**config.mk**
```make
export PLATFORM = sky130hd
export DESIGN_NAME = barrel_shift_pipe
export DESIGN_NICKNAME = d
export VERILOG_FILES = /design/src/rtl/barrel_shift_pipe.sv
export SDC_FILE = /design/constraint.sdc
export NUM_CORES = 1
export LEC_CHECK = 0
export CAP_MARGIN = 40
export CORE_MARGIN = 2
export CORE_UTILIZATION = 52
export CTS_BUF_LIST = sky130_fd_sc_hd__clkbuf_16
export CTS_CLUSTER_DIAMETER = 150
export CTS_CLUSTER_SIZE = 40
export DETAILED_ROUTE_END_ITERATION = 10
export PLACE_DENSITY_LB_ADDON = 0.1
export SETUP_SLACK_MARGIN = 0.05
export SYNTH_ARGS = -nofsm -noshare
export SYNTH_HDL_FRONTEND = slang
export SYNTH_SLANG_ARGS = --single-unit
```
**constraint.sdc**
```tcl
create_clock -name clk -period 3.82 [get_ports clk]
set_input_delay 0.573 -clock clk [delete_from_list [all_inputs] [get_ports clk]]
set_output_delay 0.573 -clock clk [all_outputs]
set_load 0.01 [all_outputs]
```
**src/rtl/barrel_shift_pipe.sv**
```systemverilog
`timescale 1ns/1ps
`default_nettype none
// ============================================================================
//  Module      : barrel_shift_pipe
//  Description : Two-stage pipelined barrel shifter (left/right, logical or
//                rotate) with valid/ready handshakes on both sides and a
//                wrapping count of results handed downstream.
//  Revision    : 1.0  initial release
// ============================================================================
module barrel_shift_pipe #(
    parameter int WIDTH = 8,
    parameter int AMT_W = 3,    // must equal clog2(WIDTH)
    parameter int CNT_W = 16
) (
    input  logic             clk,
    input  logic             reset,
    input  logic             in_valid,
    output logic             in_ready,
    input  logic [WIDTH-1:0] in_data,
    input  logic [AMT_W-1:0] in_amt,
    input  logic             in_dir,
    input  logic             in_rot,
    output logic             out_valid,
    input  logic             out_ready,
    output logic [WIDTH-1:0] out_data,
    output logic [CNT_W-1:0] op_count
);

    // Stage 1: captured request
    logic             r_s1_valid;
    logic [WIDTH-1:0] r_s1_data;
    logic [AMT_W-1:0] r_s1_amt;
    logic             r_s1_dir;
    logic             r_s1_rot;

    // Stage 2: registered result
    logic             r_s2_valid;
    logic [WIDTH-1:0] r_s2_data;

    logic [CNT_W-1:0] r_op_count;

    logic             w_advance1;
    logic             w_advance2;
    logic             w_handoff;
    logic [WIDTH-1:0] w_shift_result;
    logic [2*WIDTH-1:0] w_doubled;

    // Stage 2 may move whenever it is empty or being drained; stage 1 may move
    // whenever it is empty or stage 2 is moving. Ready therefore flows
    // combinationally back from out_ready so a full pipe streams without bubbles.
    assign w_advance2 = !r_s2_valid || out_ready;
    assign w_advance1 = !r_s1_valid || w_advance2;
    assign w_handoff  = r_s2_valid && out_ready;

    assign in_ready  = w_advance1;
    assign out_valid = r_s2_valid;
    assign out_data  = r_s2_data;
    assign op_count  = r_op_count;

    // Logarithmic shifter: stage k conditionally shifts by 2**k. Rotates are
    // taken from a doubled copy of the operand so wrapped bits fall out naturally.
    always_comb begin
        w_shift_result = r_s1_data;
        w_doubled      = '0;
        for (int k = 0; k < AMT_W; k++) begin
            if (r_s1_amt[k]) begin
                w_doubled = {w_shift_result, w_shift_result};
                case ({r_s1_dir, r_s1_rot})
                    2'b00:   w_shift_result = w_shift_result << (1 << k);
                    2'b10:   w_shift_result = w_shift_result >> (1 << k);
                    2'b01: begin
                        w_doubled      = w_doubled << (1 << k);
                        w_shift_result = w_doubled[2*WIDTH-1:WIDTH];
                    end
                    default: begin
                        w_doubled      = w_doubled >> (1 << k);
                        w_shift_result = w_doubled[WIDTH-1:0];
                    end
                endcase
            end
        end
    end

    // Stage 1 register: load on accept, empty when advancing without a request
    always_ff @(posedge clk or posedge reset) begin
        if (reset) begin
            r_s1_valid <= 1'b0;
            r_s1_data  <= '0;
            r_s1_amt   <= '0;
            r_s1_dir   <= 1'b0;
            r_s1_rot   <= 1'b0;
        end else if (w_advance1) begin
            r_s1_valid <= in_valid;
            if (in_valid) begin
                r_s1_data <= in_data;
                r_s1_amt  <= in_amt;
                r_s1_dir  <= in_dir;
                r_s1_rot  <= in_rot;
            end
        end
    end

    // Stage 2 register: capture shifter output; held while stalled downstream
    always_ff @(posedge clk or posedge reset) begin
        if (reset) begin
            r_s2_valid <= 1'b0;
            r_s2_data  <= '0;
        end else if (w_advance2) begin
            r_s2_valid <= r_s1_valid;
            r_s2_data  <= w_shift_result;
        end
    end

    // Completed-operation counter, wraps silently
    always_ff @(posedge clk or posedge reset) begin
        if (reset) begin
            r_op_count <= '0;
        end else if (w_handoff) begin
            r_op_count <= r_op_count + {{(CNT_W-1){1'b0}}, 1'b1};
        end
    end

endmodule
`default_nettype wire

```
# Word-level counts from Yosys, hierarchy flattened
# Cells that the tools add are included.
# word_totals
n_memories	0
in_bits	17
ff_bits	39
latch_bits	0
ram_bits	0
mem_bits_ro	0
# op_classes
n_lt_le_gt_ge	0
n_eq_ne	2
n_mul	0
n_bitwise	0
n_div	0
addsub	1
shift	0
reduce_logical	7
muxes	6
# ops
operator	count
8-bit case mux with 3 select lines	2
8-bit 2-to-1 mux	3
16-bit by 1-bit adder with 16-bit output (second input constant)	1
8-bit case mux with 2 select lines	1
2-bit by 1-bit == test with 1-bit output (second input constant)	1
2-bit == test (second input constant)	1
1-bit logical NOT	2
2-bit logical NOT	1
1-bit logical OR	2
2-bit AND reduction	1
1-bit logical AND	1

# Depth between registers and ports, before layout
# depth
ltp_word	7
mapped_depth	7
ltp_nobuf	5

# Worst setup path after synthesis
# Ideal clock, no wire load.
# synth_path
path_kind	input -> register
from	input out_ready
to	register r_s1_amt[0]
setup_ns	0.125
slack_ns	2.164
t_required_ns	3.695
arrival_ns	1.531
n_path_buf	2
path_stages	6
cell_sequence	nor2b_1 buf_2 nand2_2 nand2_2 buf_4 mux2_2
# synth_between
elab_chain_len	3
# synth_rtl
item	line	source
start: declaration	24	input logic out_ready,
1-bit logical OR	51	assign w_advance2 = !r_s2_valid || out_ready;
1-bit logical OR	52	assign w_advance1 = !r_s1_valid || w_advance2;
named net in_ready	18	output logic in_ready,
2-bit AND reduction (no line)	n/a	
end signal: assignment	96	r_s1_amt <= in_amt;
end: declaration	32	logic [AMT_W-1:0] r_s1_amt;
# The timed path passes the listed nets, and every way through them passes these cells.
# A chain may end at the register's enable or synchronous reset.

# Worst setup path after layout
# layout_path
from	input out_ready
to	output in_ready
# layout_between
elab_chain_len	2
# layout_rtl
item	line
1-bit logical OR	51
1-bit logical OR	52
end: declaration	18
# Every way passes these cells.

==> summary.txt <==
Run
  – MaxCap Viol Count: 0

STA
  – Fin crit period: 2.77 ns
  – Clock skew: 0.00602 ns
  – Hold Slack: 0.476 ns
  – F_max: 361 MHz
  – Final count of hold timing violations: 0
  – Slew Limit Headroom: 57.9%
  – Final worst-path cycle share: 72.5%
  – Worst-Margin Slew: 0.632 ns
  – Sum of negative setup slack: 0 ns
  – Setup Viol. Count Final: 0
  – Final Max Tran Viols: 0
  – Unrepaired setup endpoints after global routing: false

Power and ir drop
  – Peak supply drop: 0.000371 V
  – P_leak: 1.08 nW
  – Cell area power density: 586 nW/µm²

Global route
  – Global-route wire length before repair: 7.42 mm
  – Vias in the first global route: 1512
  – Pin count of the biggest net entering global routing: 24
  – Initial antenna violation count: 0
  – Total track usage: 22.2%
  – Remaining Overflow, GRT: 0

Logic synthesis
  – Mapped Area: 2030 µm²
  – Yosys reg bits: 39
  – YS warnings: 0
  – Synth Flop Type: dfrtp_1
  – Async SR Flop Fraction: 100%
  – Area contributors post-synth: dfrtp_1 (48%), mux2_2 (7.8%), xnor2_1 (5.6%), nand2_1 (3.7%), nand2b_1 (3.7%)
  – Post-synth EDFFs: 0
  – Synthesized netlist net count: 211
  – Register area share after synthesis: 48.1%
  – Post-synth top area share: 48.1%
  – Netlist cell types: 40
  – Largest area contributor in the netlist: dfrtp_1
  – Synth Instances: 193
  – Syn Area/Cell: 10.5 µm²

Floorplanning
  – Die Width: 66.5 µm
  – Ports: 43
  – Die area: 4420 µm²
  – Site Rows: 22
  – Starting Density: 54.6%
  – Core Region: 3720 µm²
  – Die Ht: 66.5 µm

Clock tree
  – Post-CTS Setup Repair Bufs: 0
  – CTS max path bufs: 2
  – Clock transition at path regs: 0.06 ns
  – Worst-Skew Late Latency: 0.27 ns
  – H-tree depth: 2
  – TritonCTS clock tree: done
  – TritonCTS buffer count: 5
  – Clk sinks: 39
  – Post-CTS Hold Fix Bufs: 0
  – CTS resizes: 0
  – CTS Root Cell: clkbuf_16

Worst setup path
  – Crit-path max FO: 9
  – Critical path type: in2out
  – Crit-path cells: clkdlybuf4s50_1, nor2b_1, nand2_2, clkdlybuf4s50_1
  – Worst EP arrival: 2.20 ns
  – Top cell by count, worst path: clkdlybuf4s50_1
  – Type of origin of the critical path: input pin
  – Slowest stage cell, crit path: clkdlybuf4s50_1
  – Critical Path RT: 3.25 ns
  – Largest stage delay, worst path: 0.51 ns
  – CP endpoint kind: output pin

Detailed routing
  – WL/cell: 15.6 µm
  – Vias per cell: 5.69
  – WL met2: 2.13 mm
  – Initial DRT Pass Iterations: 4
  – Via count: 1609
  – Metal-1 WL: 2.03 mm
  – Residual DRC count: 0
  – Highest metal used: met4
  – Initial DRC count: 143
  – DR WL met3: 234 µm
  – Detail Route Antenna Nets: 0
  – Drt total wl: 4.41 mm

Place
  – DP HPWL: 3.41 mm
  – I/O Buffers: 42
  – Routability Congestion: 0.862

Cells and area
  – Fillers: 301
  – Number of antenna diodes: 0
  – # nets final: 252
  – Area Growth Syn to Fin: 30.7%
  – Share of cells above drive strength 1: 12.3%

Min path
  – Worst Hold Class: reg2reg

Outcome
  – Status: complete, no violations
==> where the power goes <==
group,switching [mW],total (mW),internal [mW]
Sequential,0.109,0.606,0.497
Clock,0.149,0.521,0.371
Combinational,0.188,0.430,0.242
==> cells in the mapped netlist (2+ instances only) <==
cell type   n
nor3_1      5
nand2_2     2
nand2b_1   12
inv_1       2
nand3b_1    4
a21oi_1     3
nor2_1      7
nor2b_1     5
buf_2       5
buf_4       2
nand2_1    20
o21bai_1    2
dfrtp_1    39
a31oi_1     5
xnor2_1    13
o221ai_1    5
mux2_2     14
a311oi_1    4
buf_6       2
nand4_1     7
nand3_1    15
xor2_1      2
==> worst max-delay path, delay by kind of cell <==
family,cells,cell delay (ns)
buf+inv,2,0.96
simple gates,2,0.66
==> flip-flops by register name, indices dropped and copies added, names as in the netlist <==
register and count:
r_s1_data 8, r_s1_rot 1, out_data 8, r_s1_valid 1, r_s1_amt 3, out_valid 1
r_s1_dir 1, op_count 16
==> cell type report <==
cell class              instances  area, µm²  area share (%)
well taps                      48       60.1            2.26
multi-input cells             142        980            36.9
repair buffers                 44        443            16.7
clock inverters                 3       63.8            2.40
clock buffers                   5        125            4.71
inverters                       2       7.51           0.283
flip-flops and latches         39        976            36.8
==> cell families (layout without fill, tap and decap cells) <==
group           count (synthesis)  count (layout)  synth area share (%)
flops                          39              39                  48.1
fa+ha+maj                       1               1                 0.616
xor+xnor                       15              15                  6.47
mux                            14              14                  7.76
buf+inv                        12              54                  3.70
compound gates                 28              28                  10.6
simple gates                   84              84                  22.8
==> per-layer routing <==
layer	up-vias	track usage, %
met2	47	35.9
met5	-	0
met3	2	3.55
met1	776	31.4
met4	0	5.36
li1	784	-
==> path summary, 6_finish.rpt <==
path / to / from / slack [ns] / cells past startpoint
max in group asynchronous: r_s1_amt[0]$_DFFE_PP0P_ / reset / 2.54 / 4
min in group asynchronous: out_data[6]$_DFFE_PP0P_ / reset / 0.58 / 2
hold / removal: op_count[15]$_DFFE_PP0P_ / op_count[15]$_DFFE_PP0P_ / 0.48 / 1
hold reg to reg: op_count[15]$_DFFE_PP0P_ / op_count[15]$_DFFE_PP0P_ / 0.48 / 1
setup / recovery: in_ready / out_ready / 1.05 / 4
setup reg to reg: out_data[0]$_DFFE_PP0P_ / r_s1_amt[1]$_DFFE_PP0P_ / 1.88 / 5
==> placed cells by master, fill, tap and decap left out, drive strengths merged, types with 3 or more instances in the layout <==
| cell | netlist | routed |
|---|---|---|
| a21oi | 3 | 3 |
| a311oi | 4 | 4 |
| a31oi | 6 | 6 |
| clkbuf | 1 | 5 |
| clkdlybuf4s50 | 0 | 42 |
| dfrtp | 39 | 39 |
| inv | 2 | 3 |
| mux2 | 14 | 14 |
| nand2 | 22 | 22 |
| nand2b | 12 | 12 |
| nand3 | 15 | 15 |
| nand3b | 4 | 4 |
| nand4 | 7 | 7 |
| nor2 | 7 | 7 |
| nor2b | 5 | 5 |
| nor3 | 5 | 5 |
| o221ai | 5 | 5 |
| xnor2 | 13 | 13 |
==> stage by stage <==
| stage | instances | area (µm²) | utilization [%] | setup slack [ns] | total power [mW] |
|---|---|---|---|---|---|
| 5_1_grt | 283 | 2660 | 71.4 | 0.908 | 1.64 |
| 3_5_place_dp | 275 | 2470 | 66.4 | 1.04 | 1.04 |
| 6_report | 283 | 2660 | 71.4 | 1.05 | 1.56 |
| 4_1_cts | 283 | 2660 | 71.4 | 1.03 | 1.57 |
| 3_3_place_gp | 274 | 2450 | 66.0 | 1.10 | 1.02 |
| 2_1_floorplan | 193 | 2030 | - | 2.16 | 0.843 |
Note: power is estimated with default switching activity, not from simulation.
